<file path="src/rtl/sdmac_pkg.sv">
// sdmac_pkg -- constants, the longword type and the byte-lane helpers
// used by the SCSI DMA FIFO.
//
// Byte lanes are big-endian with respect to the byte offset BO:
//   BO=0 -> bits 31:24, BO=1 -> 23:16, BO=2 -> 15:8, BO=3 -> 7:0.
// Physical lane l always covers bits 8*l+7 : 8*l.
package sdmac_pkg;

   localparam int FIFO_DEPTH_LOG2 = 3;
   localparam int FIFO_DEPTH      = 1 << FIFO_DEPTH_LOG2;
   localparam int BO_W            = 2;

   typedef logic [31:0] longword_t;

   // Least significant bit of the byte lane addressed by a byte offset.
   function automatic logic [4:0] lane_lsb(input logic [BO_W-1:0] bo);
      logic [4:0] lsb;
      case (bo)
         2'd0:    lsb = 5'd24;
         2'd1:    lsb = 5'd16;
         2'd2:    lsb = 5'd8;
         default: lsb = 5'd0;
      endcase
      return lsb;
   endfunction

   // One-hot physical lane enable for a byte offset (bit l enables lane l).
   function automatic logic [3:0] lane_mask(input logic [BO_W-1:0] bo);
      logic [3:0] mask;
      case (bo)
         2'd0:    mask = 4'b1000;
         2'd1:    mask = 4'b0100;
         2'd2:    mask = 4'b0010;
         default: mask = 4'b0001;
      endcase
      return mask;
   endfunction

   // Byte of a longword selected by a byte offset.
   function automatic logic [7:0] lane_byte(input longword_t w,
                                            input logic [BO_W-1:0] bo);
      return w[lane_lsb(bo) +: 8];
   endfunction

endpackage

</file>
<file path="src/rtl/scsi_fifo_ram.sv">
// scsi_fifo_ram -- longword register array for the SCSI DMA FIFO.
// One write port with per-lane byte enables and one asynchronous read port.
// Contents are never cleared; reset and flush only affect the control side.
module scsi_fifo_ram
   import sdmac_pkg::*;
#(
   parameter int DEPTH_LOG2 = FIFO_DEPTH_LOG2
) (
   input  logic                  clk,
   input  logic [3:0]            lane_we,
   input  logic [DEPTH_LOG2-1:0] waddr,
   input  longword_t             wdata,
   input  logic [DEPTH_LOG2-1:0] raddr,
   output longword_t             rdata
);

   localparam int DEPTH = 1 << DEPTH_LOG2;

   longword_t mem [DEPTH];

   // Byte-lane write into the addressed entry; untouched lanes keep their data.
   always_ff @(posedge clk) begin
      for (int l = 0; l < 4; l++) begin
         if (lane_we[l]) begin
            mem[waddr][8*l +: 8] <= wdata[8*l +: 8];
         end
      end
   end

   // Reads see registered contents only, so a same-cycle write is not bypassed.
   assign rdata = mem[raddr];

endmodule

</file>
<file path="src/rtl/scsi_fifo_ctl.sv">
// scsi_fifo_ctl -- eight-longword data FIFO beside the SCSI state machine.
// Holds the write/read pointers, the shared byte offset and the fill level,
// decodes FIFOFULL/FIFOEMPTY/BOEQ3 from registered state and steers the
// host longword path and the WD33C93 byte path into the storage array.
//
// Optional feature: define SCSI_FIFO_ERRFLAGS_EN to add the sticky OVF/UNF
// flags and their ERRCLR input.
module scsi_fifo_ctl
   import sdmac_pkg::*;
#(
   parameter int DEPTH_LOG2 = FIFO_DEPTH_LOG2
) (
   input  logic                  CPUCLK,
   input  logic                  RESET,
   input  logic                  FLUSH,
   input  logic                  INCFIFO,
   input  logic                  DECFIFO,
   input  logic                  INCNI,
   input  logic                  INCNO,
   input  logic                  INCBO,
   input  logic                  LW_WE,
   input  logic                  BYTE_WE,
   input  logic [31:0]           DIN_LW,
   input  logic [7:0]            DIN_BYTE,
   output logic                  FIFOFULL,
   output logic                  FIFOEMPTY,
   output logic                  BOEQ3,
   output logic [BO_W-1:0]       BO,
   output logic [DEPTH_LOG2-1:0] WPTR,
   output logic [DEPTH_LOG2-1:0] RPTR,
   output logic [DEPTH_LOG2:0]   LEVEL,
   output logic [31:0]           DOUT_LW,
   output logic [7:0]            DOUT_BYTE
`ifdef SCSI_FIFO_ERRFLAGS_EN
   ,
   input  logic                  ERRCLR,
   output logic                  OVF,
   output logic                  UNF
`endif
);

   localparam logic [DEPTH_LOG2:0] LEVEL_MAX = {1'b1, {DEPTH_LOG2{1'b0}}};
   localparam logic [DEPTH_LOG2:0] LEVEL_MIN = '0;

   logic [DEPTH_LOG2-1:0] wptr;
   logic [DEPTH_LOG2-1:0] rptr;
   logic [BO_W-1:0]       bo;
   logic [DEPTH_LOG2:0]   level;

   logic                  clear;
   logic                  level_up;
   logic                  level_down;
   logic                  at_full;
   logic                  at_empty;
   logic [3:0]            lane_we;
   longword_t             wdata;
   longword_t             rdata;

   // Reset and flush both clear the control state and mask every strobe.
   assign clear = RESET | FLUSH;

   assign at_full  = (level == LEVEL_MAX);
   assign at_empty = (level == LEVEL_MIN);

   // Level moves only on a lone INCFIFO or DECFIFO and saturates at both ends;
   // a simultaneous pair cancels out even at the limits.
   assign level_up   = INCFIFO & ~DECFIFO & ~at_full;
   assign level_down = DECFIFO & ~INCFIFO & ~at_empty;

   // Fill level counter.
   always_ff @(posedge CPUCLK) begin
      if (clear) begin
         level <= '0;
      end else if (level_up) begin
         level <= level + 1'b1;
      end else if (level_down) begin
         level <= level - 1'b1;
      end
   end

   // Write pointer; wraps naturally at the array depth and ignores the level.
   always_ff @(posedge CPUCLK) begin
      if (clear) begin
         wptr <= '0;
      end else if (INCNI) begin
         wptr <= wptr + 1'b1;
      end
   end

   // Read pointer; same free-running behaviour as the write pointer.
   always_ff @(posedge CPUCLK) begin
      if (clear) begin
         rptr <= '0;
      end else if (INCNO) begin
         rptr <= rptr + 1'b1;
      end
   end

   // Byte offset shared by the byte write path and the byte read path.
   always_ff @(posedge CPUCLK) begin
      if (clear) begin
         bo <= '0;
      end else if (INCBO) begin
         bo <= bo + 1'b1;
      end
   end

   // Lane enables and write data: a longword write takes all lanes and wins
   // over a byte write; a byte write is replicated and lands in lane BO.
   always_comb begin
      lane_we = 4'b0000;
      wdata   = DIN_LW;
      if (!clear) begin
         if (LW_WE) begin
            lane_we = 4'b1111;
            wdata   = DIN_LW;
         end else if (BYTE_WE) begin
            lane_we = lane_mask(bo);
            wdata   = {4{DIN_BYTE}};
         end
      end
   end

   scsi_fifo_ram #(
      .DEPTH_LOG2(DEPTH_LOG2)
   ) u_ram (
      .clk     (CPUCLK),
      .lane_we (lane_we),
      .waddr   (wptr),
      .wdata   (wdata),
      .raddr   (rptr),
      .rdata   (rdata)
   );

`ifdef SCSI_FIFO_ERRFLAGS_EN
   logic ovf;
   logic unf;

   // Sticky overflow/underflow capture of the strobes the level counter drops.
   always_ff @(posedge CPUCLK) begin
      if (clear || ERRCLR) begin
         ovf <= 1'b0;
         unf <= 1'b0;
      end else begin
         if (INCFIFO && !DECFIFO && at_full) begin
            ovf <= 1'b1;
         end
         if (DECFIFO && !INCFIFO && at_empty) begin
            unf <= 1'b1;
         end
      end
   end

   assign OVF = ovf;
   assign UNF = unf;
`endif

   assign FIFOFULL  = at_full;
   assign FIFOEMPTY = at_empty;
   assign BOEQ3     = (bo == 2'd3);
   assign BO        = bo;
   assign WPTR      = wptr;
   assign RPTR      = rptr;
   assign LEVEL     = level;
   assign DOUT_LW   = rdata;
   assign DOUT_BYTE = lane_byte(rdata, bo);

endmodule

</file>
<file path="config.mk">
export PLATFORM = sky130hd
export DESIGN_NAME = scsi_fifo_ctl
export DESIGN_NICKNAME = d
export VERILOG_FILES = /design/src/rtl/sdmac_pkg.sv /design/src/rtl/scsi_fifo_ram.sv /design/src/rtl/scsi_fifo_ctl.sv
export SDC_FILE = /design/constraint.sdc
export NUM_CORES = 1
export LEC_CHECK = 0
export ABC_AREA = 1
export BUFFER_PORTS_ARGS = -buffer_cell sky130_fd_sc_hd__clkbuf_2
export CORE_MARGIN = 1
export CORE_UTILIZATION = 35
export DETAILED_ROUTE_END_ITERATION = 8
export GPL_TIMING_DRIVEN = 0
export PLACE_DENSITY = 0.63
export RECOVER_POWER = 100
export SLEW_MARGIN = 20
export SYNTH_ARGS = -nofsm -noshare
export SYNTH_HDL_FRONTEND = slang
export SYNTH_SLANG_ARGS = --single-unit
</file>
<file path="constraint.sdc">
create_clock -name CPUCLK -period 1.9 [get_ports CPUCLK]
set_input_delay 0.095 -clock CPUCLK [delete_from_list [all_inputs] [get_ports CPUCLK]]
set_output_delay 0.095 -clock CPUCLK [all_outputs]
set_load 0.01 [all_outputs]
</file>
==> results.toml, run 1 <==
[status]
outcome = "finished, violations left"
violations = "setup timing"

[grt]
grt_pass1_wl_mm = 54.2
grtUsageTotal_pct = 20.2
antenna_found_initial = 0
grt_max_degree = 15
grt_pass1_vias = 9423
grt.overflow.total = 0

[setup_path]
r2r_end = "LEVEL[3]"
r2r_start = "LEVEL[0]"
crit_type = "flop to primary output"
end_kind = "primary output"
worst_ep_required_time_ns = 1.80
setup.worst_path.start_class = "flop"
worstSetupStartpoint = "BO[1]"
crit_fanout = 10
worst_ep_arrival_time_ns = 2.16
ff2ff_setup_slack_ns = 0.01
reg2reg_depth = 10

[clock_network]
cts_root_buf = "clkbuf_16"
cts_tree = "done"
cts_htree_levels = 1
clk_pin_slew_ns = 0.06
insertion_delay_ns = 0.55
numCtsBuffers = 28
cts.sinks = 271
cts_max_path_buffers = 3

[power_and_ir_drop]
total_power_uw = 14200
leakage_uw = 0.00705
p_per_area_mw_per_mm2 = 858
worst_ir_drop_vdd_mv = 0.590

[finish]
multi_input_area_sq_mm = 0.00446
final_nets = 1520
register_area_sq_mm = 0.00800
diodes = 0
fillers = 3091
final_area_sq_mm = 0.0166
drive_gt1_share_pct = 31.1
area_growth_syn_to_layout_pct = 32.6

[job]
cap_violations = 0

[timing]
finalSetupViolCount = 40
rsz0062_at_grt = "true"
final_max_slew_viol_count = 0
worstMarginPinSlew_ns = 0.712
hold_violations = 0
fin_worst_skew_ns = 0.0188
period_share_pct = 119
fmax_mhz = 444
relSlewSlack_pct = 52.4
fin_ws_ns = -0.352
final.min_clock_period_ns = 2.25

[die]
io_pins = 105
die_area_sq_mm = 0.0364
start_util_pct = 35.9
dieHeight_microns = 191
core_area_sq_mm = 0.0348
die_w_microns = 191
rows = 68

[synthesis]
yosys_warnings = 0
syn_nets = 1353
synthCells = 1291
yosysSeqAreaShare_pct = 64.0
synth_area_sq_mm = 0.0125
synthDistinctLibCells = 21
synth_seq_cells = 271
syn_area_per_cell_sq_um = 9.67

[detailed_routing]
drc = 0
routed_wl_mm = 37.5
drt_iter0_drc = 864
vias = 9638
drtAntennaViolNets = 0
via_per_inst = 4.98
wl_per_cell_microns = 19.4
first_pass_iters = 6

[worst_hold_path]
min_from = "DECFIFO"
whs_path_depth = 5
whs_endpoint = "LEVEL[3]"
hold_path.class = "input port to flop"

[placed_design]
place_area_sq_mm = 0.0136
place.gp.congestion = 0.974
port_buffers = 104
place_hpwl_mm = 26.1
-- worst max-delay path: stages (launching register included) --
cell       delay [ns]
dfxtp_4          0.38
inv_4            0.05
ha_4             0.16
nor2_4           0.22
inv_4            0.08
clkbuf_16        0.18
nand3_1          0.18
nand2_1          0.09
nand2_1          0.07
nand2_2          0.07
buf_6            0.12
-- metal layers --
layer	part of all wire, %	track usage [%]	vias up	routed length [microns]
met5	0	0	-	0
met4	5.7	12.0	0	2140
met3	8.3	3.05	107	3100
met2	49	34.3	433	18400
met1	37	24.2	4565	13900
li1	-	-	4533	-
-- synthesized netlist by cell type --
cell	instances	area share, %
a21oi_1	15	0.60
and2_1	32	1.6
buf_1	7	0.21
buf_2	12	0.48
buf_4	16	0.96
buf_6	10	0.90
clkbuf_1	12	0.36
dfxtp_1	15	2.4
edfxtp_1	256	62
fa_1	1	0.16
ha_1	11	1.1
inv_1	180	5.4
inv_2	2	0.060
nand2_1	441	13
nand3_1	188	7.5
nand4_1	1	0.050
nor2_1	46	1.4
nor2_2	2	0.10
o21ai_0	42	1.7
xnor2_1	1	0.070
xor2_1	1	0.070
-- sequential cells by signal, indices dropped and copies added (netlist names), named ones only --
name	cells
BO	2
LEVEL	4
RPTR	3
WPTR	3
u_ram.mem	256
-- repair_timing --
action                                 in CTS  in global routing
hold buffers                                5                  0
pin swaps                                  42                 48
gates cloned                                6                  6
endpoints found under the hold margin      11                  0
buffers inserted                           13                  5
gates resized for setup                   286                134
setup endpoints to repair                 255                181
-- cell families after synthesis --
kind of cell,share of synthesized area [%]
compound gates,2.29
xor+xnor,0.140
fa+ha+maj,1.26
buf+inv,8.39
flops,64.0
simple gates,23.9
-- through the flow --
stage | setup TNS, ns | hold slack [ns] | setup slack, ns | instances | utilization [%]
floorplan | 0 | 0.197 | 0.122 | 1291 | -
global placement | -86.18 | 0.374 | -0.825 | 1850 | 39.0
detailed placement | -97.64 | 0.379 | -0.867 | 1850 | 39.0
CTS | -5.29 | 0.00732 | -0.352 | 1925 | 45.8
global route | -10.93 | 0.0420 | -0.404 | 1935 | 47.6
finish | -5.80 | 0.0169 | -0.352 | 1935 | 47.6
-- cell type report --
| type | instances | share of cell area [%] |
|---|---|---|
| clock buffer | 30 | 4.41 |
| buffer | 55 | 4.07 |
| sequential | 271 | 48.3 |
| tap | 455 | 3.44 |
| inverter | 182 | 4.27 |
| multi-input combinational | 781 | 27.0 |
| clock inverter | 22 | 1.46 |
| timing repair buffer | 139 | 7.05 |
-- where the power goes --
group / switching [uW] / internal [uW]
clock: 2330 / 3460
sequential: 28.9 / 6610
combinational: 1060 / 720
-- how the worst max path moves through the flow --
stage          cells past startpoint           end  slack, ns
3_3_place_gp                      10  DOUT_BYTE[1]      -0.83
5_1_grt                           10  DOUT_BYTE[3]      -0.40
6_report                          10  DOUT_BYTE[3]      -0.35
2_1_floorplan                     10      LEVEL[3]       0.12
4_1_cts                           10  DOUT_BYTE[6]      -0.35
3_5_place_dp                      10  DOUT_BYTE[1]      -0.87
-- cells in the final DEF, fill, tap and decap left out, drive strengths merged, types with 11 or more instances in the layout --
cell and count:
nand2 441, nor2 48, clkinv 13, buf 82, clkbuf 137, ha 11
dfxtp 15, edfxtp 256, o21ai 42, and2 32, nand3 188, a21oi 15
inv 182
No activity file was read; power rests on OpenSTA's default activity.
==> run 2, diff against run 1 <==
--- a/config.mk
+++ b/config.mk
@@ -8,10 +8,10 @@
 export ABC_AREA = 1
 export BUFFER_PORTS_ARGS = -buffer_cell sky130_fd_sc_hd__clkbuf_2
 export CORE_MARGIN = 1
-export CORE_UTILIZATION = 35
+export CORE_UTILIZATION = 51
 export DETAILED_ROUTE_END_ITERATION = 8
 export GPL_TIMING_DRIVEN = 0
-export PLACE_DENSITY = 0.63
+export PLACE_DENSITY = 0.82
 export RECOVER_POWER = 100
 export SLEW_MARGIN = 20
 export SYNTH_ARGS = -nofsm -noshare
==> results.toml, run 2 (same netlist as run 1, synthesis figures left out) <==
[placed_design]
place_inst = 1714
place_hpwl_mm = 24.3
port_buffers = 104
place.gp.congestion = 0.946
place_area_sq_mm = 0.0134

[setup_path]
setup.worst_path.start_class = "flop"
worst_ep_required_time_ns = 1.80
crit_top_cell = "nand2_1"
worstPathCellList = "inv_6 > buf_12 > clkbuf_16 > nand2_1 > nand2_1 > nand2_1 > nand3_2 > nand3_2 > nand2_2 > nand2_1 > nand2_2 > buf_6"
crit_type = "flop to primary output"
worst_ep_arrival_time_ns = 2.24
cpPeakStageDelay_ns = 0.39
end_kind = "primary output"
crit_fanout = 6
crit_slowest_cell = "dfxtp_4"

[grt]
grt_pass1_vias = 9337
grt_pass1_wl_mm = 52.4
grt_max_degree = 16
grt.overflow.total = 0
antenna_found_initial = 1
grtUsageTotal_pct = 29.1

[timing]
final.min_clock_period_ns = 2.34
fmax_mhz = 428
relSlewSlack_pct = 51.2
rsz0062_at_grt = "true"
final_max_slew_viol_count = 0
hold_violations = 0
fin_worst_skew_ns = 0.0140
fin_ws_ns = -0.436
finalSetupViolCount = 120
worstMarginPinSlew_ns = 0.730
period_share_pct = 123

[clock_network]
cts.sinks = 271
insertion_delay_ns = 0.54
cts_tree = "done"
cts_root_buf = "clkbuf_16"
numCtsBuffers = 27
clk_pin_slew_ns = 0.07
cts_max_path_buffers = 3
cts_htree_levels = 1

[finish]
final_cell_mix = "418 x nand2_1, 256 x edfxtp_1, 176 x inv_1"
diodes = 0
final_nets = 1509
final_common_cell = "nand2_1"
largest_reg_flops = 256
drive_gt1_share_pct = 26.4
area_growth_syn_to_layout_pct = 26.8
stdcell_count = 1786
fillers = 1554
final_area_sq_mm = 0.0158
top_register = "u_ram.mem"

[detailed_routing]
vias = 10600
drtAntennaViolNets = 0
drt_iter0_drc = 1927
routed_wl_mm = 40.8
drc = 0
wl_per_cell_microns = 22.8
first_pass_iters = 6
via_per_inst = 5.94

[die]
rows = 56
die_area_sq_mm = 0.0251
start_util_pct = 52.6
dieHeight_microns = 158
core_area_sq_mm = 0.0238
io_pins = 105
die_w_microns = 158

[power_and_ir_drop]
worst_ir_drop_vdd_mv = 0.844
p_per_area_mw_per_mm2 = 877
leakage_uw = 0.00679
total_power_uw = 13900

[status]
outcome = "finished, violations left"
violations = "setup timing"

[job]
cap_violations = 0

[worst_hold_path]
hold_path.class = "input port to flop"
[run 2: final timing paths]
| check | to | startpoint | cells after the start | slack, ns |
|---|---|---|---|---|
| worst min register to register | LEVEL[0] | LEVEL[0] | 1 | 0.51 |
| worst max-delay path | DOUT_BYTE[5] | flop | 12 | -0.44 |
| worst max register to register | u_ram.mem[0][27] | WPTR[0] | 3 | -0.10 |
| worst min-delay path | LEVEL[3] | DECFIFO | 5 | 0.03 |
[run 2: cell type report]
| class | instances | area (sq um) | area share (%) |
|---|---|---|---|
| flip-flops and latches | 271 | 8000 | 50.6 |
| multi-input cells | 781 | 4340 | 27.4 |
| repair buffers | 128 | 793 | 5.01 |
| clock buffers | 37 | 723 | 4.57 |
| inverters | 182 | 706 | 4.46 |
| plain buffers | 56 | 677 | 4.28 |
| well taps | 319 | 399 | 2.52 |
| clock inverters | 12 | 188 | 1.19 |
[run 2: routing by layer]
| layer | track usage [%] | vias to the layer above | share of wire, % |
|---|---|---|---|
| met5 | 0 | - | 0.032 |
| met4 | 15.0 | 2 | 6.9 |
| met1 | 37.5 | 4868 | 34 |
| li1 | - | 4516 | - |
| met2 | 46.1 | 993 | 45 |
| met3 | 6.75 | 227 | 14 |
[run 2: what timing repair did]
action / 4_1_cts / 5_1_grt
pin swaps: 6 / 27
gates resized for setup: 138 / 197
buffers inserted: 9 / 7
gates cloned: 2 / 2
hold buffers: 4 / 0
endpoints found under the setup margin: 297 / 297
endpoints found under the hold margin: 11 / 0
[run 2: stage by stage]
stage / hold slack [ns] / worst slack (ns) / TNS, ns / util (%)
after floorplan: 0.197 / 0.122 / 0 / -
after global placement: 0.360 / -0.757 / -148.21 / 56.4
after detailed placement: 0.365 / -0.765 / -157.65 / 56.4
after CTS: 0.0317 / -0.272 / -22.06 / 62.7
after global routing: 0.0760 / -0.419 / -16.16 / 66.7
final: 0.0270 / -0.436 / -12.23 / 66.7
[run 2: power breakdown]
group	total (uW)	switching (uW)	internal (uW)
clock network	5600	2260	3340
registers	6640	32.5	6610
logic	1640	1060	583
total	13900	3350	10500
[run 2: critical path, delay by kind of cell, from the launching register on]
kind | cells | cell delay, ns
buffers and inverters | 4 | 0.54
flip-flops | 1 | 0.39
AND/OR/NAND/NOR | 8 | 0.77
==> run 3, diff against run 2 <==
--- a/config.mk
+++ b/config.mk
@@ -7,11 +7,13 @@
 export LEC_CHECK = 0
 export ABC_AREA = 1
 export BUFFER_PORTS_ARGS = -buffer_cell sky130_fd_sc_hd__clkbuf_2
+export CELL_PAD_IN_SITES_DETAIL_PLACEMENT = 1
+export CELL_PAD_IN_SITES_GLOBAL_PLACEMENT = 2
 export CORE_MARGIN = 1
-export CORE_UTILIZATION = 51
+export CORE_UTILIZATION = 38
 export DETAILED_ROUTE_END_ITERATION = 8
 export GPL_TIMING_DRIVEN = 0
-export PLACE_DENSITY = 0.82
+export PLACE_DENSITY = 0.91
 export RECOVER_POWER = 100
 export SLEW_MARGIN = 20
 export SYNTH_ARGS = -nofsm -noshare
==> results.toml, run 3 (same netlist as run 1, synthesis figures left out) <==
[power_and_ir_drop]
leakage_uw = 0.00725
p_per_area_mw_per_mm2 = 841
worst_ir_drop_vdd_mv = 0.564

[placed_design]
place.gp.congestion = 0.882
pre_cts_ws_ns = -1.12
place_hpwl_mm = 28.9
port_buffers = 104
place_area_sq_mm = 0.0136

[detailed_routing]
first_pass_iters = 7
drtAntennaViolNets = 0
drt_iter0_drc = 892
wl_per_cell_microns = 24.5
via_per_inst = 5.30
vias = 10300
routed_wl_mm = 47.4
drc = 0

[grt]
grt.overflow.total = 0
grt_pass1_vias = 10300
antenna_found_initial = 1
grt_max_degree = 14
grt_pass1_wl_mm = 62.4
grtUsageTotal_pct = 25.4

[finish]
largest_reg_flops = 256
final_common_cell = "nand2_1"
multi_input_area_sq_mm = 0.00475
final_cell_mix = "368 x nand2_1, 256 x edfxtp_1, 177 x inv_1"
final_nets = 1533
drive_gt1_share_pct = 33.5
final_area_sq_mm = 0.0171
top_register = "u_ram.mem"
area_growth_syn_to_layout_pct = 36.8
fillers = 3460
register_area_sq_mm = 0.00800
diodes = 0

[setup_path]
cpPeakStageDelay_ns = 0.39
worst_ep_arrival_time_ns = 2.33
reg2reg_depth = 3
end_kind = "primary output"
worst_ep_required_time_ns = 1.80
worstPathCellList = "inv_4 > ha_4 > nor2_4 > buf_12 > clkinvlp_4 > clkbuf_16 > nand3_2 > nand2_2 > nand2_4 > nand2_2 > clkbuf_2"
crit_end = "DOUT_BYTE[5]"
r2r_start = "WPTR[0]"
crit_type = "flop to primary output"
crit_top_cell = "nand2_2"
r2r_end = "u_ram.mem[0][18]"
setup.worst_path.start_class = "flop"
worstSetupStartpoint = "BO[1]"
ff2ff_setup_slack_ns = -0.05
crit_slowest_cell = "dfxtp_4"
crit_fanout = 5

[die]
rows = 66
dieHeight_microns = 183
start_util_pct = 38.5
die_area_sq_mm = 0.0336
core_area_sq_mm = 0.0325
io_pins = 105
die_w_microns = 183

[job]
cap_violations = 0

[clock_network]
insertion_delay_ns = 0.54
cts_tree = "done"
cts.sinks = 271
cts_max_path_buffers = 3
numCtsBuffers = 28
cts_htree_levels = 1
cts_root_buf = "clkbuf_16"
clk_pin_slew_ns = 0.06

[timing]
rsz0062_at_grt = "true"
holdWs_ns = 0.00992
fmax_mhz = 413
final.min_clock_period_ns = 2.42
final_max_slew_viol_count = 0
hold_violations = 0
fin_worst_skew_ns = 0.0111
finalSetupViolCount = 54
relSlewSlack_pct = 51.8
fin_ws_ns = -0.522
worstMarginPinSlew_ns = 0.722
period_share_pct = 127

[status]
outcome = "finished, violations left"
violations = "setup timing"

[worst_hold_path]
hold_path.class = "input port to flop"
run 3: changes by cell type in the layout (fill, tap and decap cells not counted), sizes merged:
cell    previous run  this run
inv              183       181
clkinv             5         9
buf               64        98
clkbuf           153       141
run 3: layer usage:
layer | global-route usage [%] | wire, microns
met4 | 12.9 | 2650
met3 | 3.00 | 3180
met2 | 44.0 | 23800
met5 | 0 | 11
met1 | 31.4 | 17800
run 3: critical path, delay by kind of cell, from the launching register on:
| kind | cells | cell delay [ns] |
|---|---|---|
| and+or+nand+nor | 5 | 0.47 |
| DFF | 1 | 0.39 |
| buffers and inverters | 5 | 0.73 |
| adders and majority gates | 1 | 0.16 |
run 3: how the worst min path moves through the flow:
stage / from / to / cells after the start
finish: DECFIFO / LEVEL[3] / 5
global route: DECFIFO / LEVEL[3] / 5
CTS: DECFIFO / LEVEL[3] / 5
detailed placement: INCNI / WPTR[2] / 3
global placement: INCNI / WPTR[2] / 3
floorplan: INCNO / RPTR[1] / 1
run 3: where the power goes:
group	switching [uW]	internal (uW)
clock	2300	3460
combinational	1190	776
sequential	34.7	6610
run 3: repair_timing:
item / CTS / global route
hold buffers: 4 / 0
gates cloned: 6 / 8
setup endpoints to repair: 297 / 297
buffers inserted: 18 / 15
gates resized for setup: 282 / 232
pin swaps: 26 / 75
hold endpoints to repair: 11 / 0
run 3: area by class of cell:
class / count / area share [%]
Sequential cell: 271 / 46.9
Multi-Input combinational cell: 781 / 27.8
Timing Repair Buffer: 153 / 8.16
Clock buffer: 36 / 4.40
Buffer: 54 / 4.23
Inverter: 182 / 4.12
Tap cell: 442 / 3.24
Clock inverter: 14 / 1.14
run 3: through the flow:
stage	setup TNS [ns]	instances	utilization [%]	total power (uW)
floorplan	0	1291	-	7450
global placement	-109.00	1837	41.8	7970
detailed placement	-123.97	1837	41.8	8010
CTS	-36.99	1914	48.9	14000
global route	-17.84	1933	52.6	14700
finish	-10.59	1933	52.6	14400
